<file path="src/rtl/contador_bcd_2dig.sv">
// Two-digit BCD up/down counter with tick prescaler, load and scan mux.
// Optional: define BCD_SATURATE_EN to saturate at 00/99 instead of wrapping.
module contador_bcd_2dig #(
  parameter int CLK_DIV  = 50000000,
  parameter int SCAN_DIV = 50000
) (
  input  logic       iClk,
  input  logic       iRst_n,
  input  logic       iEn,
  input  logic       iUp,
  input  logic       iLoad,
  input  logic [7:0] iLoadVal,
  output logic [3:0] oUnits,
  output logic [3:0] oTens,
  output logic       oA,
  output logic       oB,
  output logic       oC,
  output logic       oD,
  output logic [1:0] oDigSel,
  output logic       oTc
);

  localparam int PW = (CLK_DIV > 1) ? $clog2(CLK_DIV) : 1;
  localparam int SW = (SCAN_DIV > 1) ? $clog2(SCAN_DIV) : 1;
  localparam logic [PW-1:0] PRE_LAST  = PW'(CLK_DIV - 1);
  localparam logic [SW-1:0] SCAN_LAST = SW'(SCAN_DIV - 1);

  logic [PW-1:0] r_pre;
  logic [SW-1:0] r_scan;
  logic [3:0]    r_units;
  logic [3:0]    r_tens;
  logic          r_tc;
  logic [1:0]    r_sel;

  logic          w_tick;
  logic          w_load_ok;
  logic          w_max;
  logic          w_min;
  logic [3:0]    w_units_nx;
  logic [3:0]    w_tens_nx;
  logic          w_tc_nx;

  assign w_tick    = (r_pre == PRE_LAST);
  assign w_load_ok = iLoad
                   && (iLoadVal[7:4] <= 4'd9)
                   && (iLoadVal[3:0] <= 4'd9);
  assign w_max     = (r_tens == 4'd9) && (r_units == 4'd9);
  assign w_min     = (r_tens == 4'd0) && (r_units == 4'd0);

  // Next digit pair and terminal-count flag for one count step
  always_comb begin
    w_units_nx = r_units;
    w_tens_nx  = r_tens;
    w_tc_nx    = 1'b0;
    if (iUp) begin
      if (w_max) begin
`ifndef BCD_SATURATE_EN
        w_units_nx = 4'd0;
        w_tens_nx  = 4'd0;
        w_tc_nx    = 1'b1;
`endif
      end else if (r_units == 4'd9) begin
        w_units_nx = 4'd0;
        w_tens_nx  = r_tens + 4'd1;
      end else begin
        w_units_nx = r_units + 4'd1;
`ifdef BCD_SATURATE_EN
        w_tc_nx    = (r_tens == 4'd9) && (r_units == 4'd8);
`endif
      end
    end else begin
      if (w_min) begin
`ifndef BCD_SATURATE_EN
        w_units_nx = 4'd9;
        w_tens_nx  = 4'd9;
        w_tc_nx    = 1'b1;
`endif
      end else if (r_units == 4'd0) begin
        w_units_nx = 4'd9;
        w_tens_nx  = r_tens - 4'd1;
      end else begin
        w_units_nx = r_units - 4'd1;
`ifdef BCD_SATURATE_EN
        w_tc_nx    = (r_tens == 4'd0) && (r_units == 4'd1);
`endif
      end
    end
  end

  // Digit registers: a valid load beats the tick
  always_ff @(posedge iClk or negedge iRst_n) begin
    if (!iRst_n) begin
      r_units <= 4'd0;
      r_tens  <= 4'd0;
      r_tc    <= 1'b0;
    end else if (w_load_ok) begin
      r_units <= iLoadVal[3:0];
      r_tens  <= iLoadVal[7:4];
      r_tc    <= 1'b0;
    end else if (w_tick) begin
      r_units <= w_units_nx;
      r_tens  <= w_tens_nx;
      r_tc    <= w_tc_nx;
    end else begin
      r_tc    <= 1'b0;
    end
  end

  // Tick prescaler; the tick cycle always wraps so a held count never re-ticks
  always_ff @(posedge iClk or negedge iRst_n) begin
    if (!iRst_n) begin
      r_pre <= '0;
    end else if (w_load_ok || w_tick) begin
      r_pre <= '0;
    end else if (iEn) begin
      r_pre <= r_pre + PW'(1);
    end
  end

  // Free-running scan prescaler toggling the digit select at wrap
  always_ff @(posedge iClk or negedge iRst_n) begin
    if (!iRst_n) begin
      r_scan <= '0;
      r_sel  <= 2'b01;
    end else if (r_scan == SCAN_LAST) begin
      r_scan <= '0;
      r_sel  <= {r_sel[0], r_sel[1]};
    end else begin
      r_scan <= r_scan + SW'(1);
    end
  end

  assign oUnits  = r_units;
  assign oTens   = r_tens;
  assign oTc     = r_tc;
  assign oDigSel = r_sel;
  assign {oA, oB, oC, oD} = r_sel[1] ? r_tens : r_units;

endmodule
</file>
<file path="config.mk">
export PLATFORM = sky130hd
export DESIGN_NAME = contador_bcd_2dig
export DESIGN_NICKNAME = d
export VERILOG_FILES = /design/src/rtl/contador_bcd_2dig.sv
export SDC_FILE = /design/constraint.sdc
export NUM_CORES = 1
export LEC_CHECK = 0
export ABC_AREA = 1
export ABC_CLOCK_PERIOD_IN_PS = 2000
export BUFFER_PORTS_ARGS = -buffer_cell sky130_fd_sc_hd__buf_2
export CAP_MARGIN = 30
export CORE_ASPECT_RATIO = 0.5
export CORE_MARGIN = 2
export CORE_UTILIZATION = 38
export DETAILED_ROUTE_END_ITERATION = 8
export SYNTH_ARGS = -nofsm -noshare
export SYNTH_HDL_FRONTEND = slang
export SYNTH_SLANG_ARGS = --single-unit
</file>
<file path="constraint.sdc">
create_clock -name iClk -period 2 [get_ports iClk]
set_input_delay 0.2 -clock iClk [delete_from_list [all_inputs] [get_ports iClk]]
set_output_delay 0.2 -clock iClk [all_outputs]
set_load 0.005 [all_outputs]
</file>
==> flow_metrics.env <==
export IMPL_finalSetupViolations=0
export IMPL_irDropWorstVdd_mv=0.3619
export IMPL_end_kind="flop"
export IMPL_cts_buffer_depth=2
export IMPL_fin_cells=663
export IMPL_synth_seq_area_share_pct=37.39
export IMPL_hold_path_class="input port to flop"
export IMPL_required_ps=2190
export IMPL_worst_pin_slew_ps=422.6
export IMPL_finalClockSkew_ps=4.954
export IMPL_post_route_period_util_pct=88.25
export IMPL_grt_overflow_total=0
export IMPL_hold_ws_ps=169.1
export IMPL_io_buffers=27
export IMPL_drtPass1Iterations=4
export IMPL_reg2reg_from="r_pre[0]"
export IMPL_grt_max_degree=54
export IMPL_hold_violations=0
export IMPL_maxCapViolCount=0
export IMPL_drive_gt1_share_pct=13.37
export IMPL_first_global_vias=2986
export IMPL_final_max_slew_viol_count=0
export IMPL_rr_worst_depth=10
export IMPL_hold_depth=3
export IMPL_syn_area_per_cell_um2=6.935
export IMPL_dp_hpwl_um=6265
export IMPL_synth_area_um2=3551
export IMPL_cts_sinks=53
export IMPL_routedWlPerCell_um=12.56
export IMPL_initial_core_util_pct=39.95
export IMPL_die_h_um=72.36
export IMPL_setup_tns_ps=0
export IMPL_path_class="flop to flop"
export IMPL_place_ws_ps=268.8
export IMPL_ios=28
export IMPL_critPathMaxFanout=18
export IMPL_fill_cells=911
export IMPL_critPathLaunch="r_pre[0]"
export IMPL_path_clk_slew_ps=70
export IMPL_syn_inst=512
export IMPL_yosys_area_top_type="dfrtp_1"
export IMPL_rows=24
export IMPL_grt_total_usage_pct=17.76
export IMPL_cts_root_buffer="clkbuf_16"
export IMPL_synth_area_leaders="dfrtp_1, nand2_1, nor2_1"
export IMPL_design_core_area_um2=8889
export IMPL_drc_errors=0
export IMPL_antenna_diode_count=0
export IMPL_powerDensity_nw_per_um2=802.8
export IMPL_numCtsBuffers=5
export IMPL_dieWidth_um=140.7
export IMPL_timing_fmax_mhz=566.6
export IMPL_worst_slack_ps=235.0
export IMPL_dieArea_um2=10180
export IMPL_post_route_min_period_ps=1765
export IMPL_synth_seq_cells=53
export IMPL_drt_iter0_markers=165
export IMPL_ys_warn_count=0
export IMPL_start_kind="flop"
export IMPL_wirelength_um=8327
export IMPL_dp_cells=654
export IMPL_synth_distinct_cells=36
export IMPL_arrival_ps=1950
export IMPL_htree_levels=2
export IMPL_outcome="finished clean"
export IMPL_p_leak_nw=2.009
export IMPL_finalNetCount=566
export IMPL_yosysTopAreaCellShare_pct=36.65
export IMPL_cts_tree="built"
export IMPL_hp_start="iLoadVal[0]"
export IMPL_syn_nets=533
export IMPL_clk_latency_ps=290
export IMPL_vias_per_cell=4.861
export IMPL_relSlewSlack_pct=71.83
export IMPL_grt_pass1_wl_um=14590
export IMPL_antenna_found_initial=0
export IMPL_gp_congestion=0.8596
export IMPL_num_vias=3223
export IMPL_ant_nets=0
export IMPL_syn_to_final_growth_pct=14.02
export IMPL_rsz0062_at_grt="false"
==> cells in the mapped netlist <==
master and instances:
nor4_1 3, clkbuf_1 1, buf_6 2, buf_2 4, nor3_1 10, nor3_2 1
nor3_4 1, xor2_1 11, nand3_2 3, nor3b_2 1, nand2_2 6, nand4_1 9
clkinv_1 2, nand4_2 3, nor2_8 1, inv_2 4, or2_0 1, nand2_1 142
nand3_1 46, nor2_4 3, a21oi_1 13, ha_1 8, nor2_1 78, xnor2_1 2
nor2_2 6, nand2_4 3, o21bai_1 2, dfstp_2 1, o211ai_1 1, dfrtp_1 52
nand3b_1 3, o21ai_1 2, and3_1 1, inv_1 60, a31oi_1 2, o21ai_0 24
==> report_power, final <==
part	switching, mW	internal, mW
logic	0.462	0.339
clock network	0.395	0.715
registers	0.177	1.16
total	1.03	2.22
==> area by class of cell <==
| cell class | count | area [um2] | share of cell area (%) |
|---|---|---|---|
| Sequential cell | 53 | 1328 | 32.79 |
| Inverter | 66 | 247.7 | 6.119 |
| Tap cell | 117 | 146.4 | 3.616 |
| Multi-Input combinational cell | 386 | 1929 | 47.65 |
| Clock buffer | 5 | 125.1 | 3.090 |
| Timing Repair Buffer | 33 | 207.7 | 5.130 |
| Clock inverter | 3 | 65.06 | 1.607 |
==> per-stage QoR <==
stage / utilization, % / total power [mW] / area [um2]
2_1_floorplan: - / 1.885 / 3551
3_5_place_dp: 43.30 / 2.144 / 3849
3_3_place_gp: 43.30 / 2.146 / 3849
5_1_grt: 45.55 / 3.479 / 4049
4_1_cts: 45.55 / 3.273 / 4049
6_report: 45.55 / 3.250 / 4049
==> cells by family (layout without fill, tap and decap cells) <==
logic type      Yosys count  after routing  synth area share, %
simple gates            321            321                41.83
compound gates           44             44                6.483
fa+ha+maj                 8              8                2.819
flops                    53             53                37.39
xor+xnor                 13             13                3.207
buf+inv                  73            107                8.280
==> cells in the final DEF, fill, tap and decap left out, types with 4 or more instances in the layout <==
cell type | Yosys | routed
nand2_1 | 142 | 142
nor2_1 | 78 | 78
inv_1 | 60 | 60
dfrtp_1 | 52 | 52
nand3_1 | 46 | 46
buf_2 | 4 | 27
o21ai_0 | 24 | 24
a21oi_1 | 13 | 13
xor2_1 | 11 | 11
nor3_1 | 10 | 10
nand4_1 | 9 | 9
ha_1 | 8 | 8
nor2_2 | 6 | 6
nand2_2 | 6 | 6
clkbuf_16 | 0 | 5
inv_2 | 4 | 4
==> worst max-delay path, stage by stage (launching register included) <==
cell and delay [ps]:
dfrtp_1 400, ha_1 220, nand2_1 100, nor2_2 160
nand2_4 100, nor2_2 100, nand3_2 120, nand2_4 210
nand2_2 120, nand2_1 70, nand2_1 50
==> state kept, by name, indices dropped and copies added, names as in the netlist <==
name and cells:
oDigSel 2, oTc 1, oTens 4, oUnits 4
r_pre 26, r_scan 16
==> repair_timing <==
action	in CTS	in global routing
hold endpoints to repair	52	0
gates resized for setup	0	0
setup endpoints to repair	0	0
hold buffers	1	0
setup buffers	0	0
==> path summary, 6_finish.rpt <==
check,slack (ps),end
setup / recovery,230,oTens[3]
hold / removal,170,oUnits[0]
setup reg to reg,230,oTens[3]
hold reg to reg,460,r_scan[0]
max in group asynchronous,1290,oDigSel[0]
min in group asynchronous,420,r_scan[14]
==> routing by layer <==
metal,up-vias,GRT usage (%),part of all wire (%)
met5,-,0,0
met3,4,3.696,3.4
met1,1475,25.04,53
met4,0,2.889,0.48
li1,1697,-,-
met2,47,29.00,43
No activity file was read; power rests on OpenSTA's default activity.
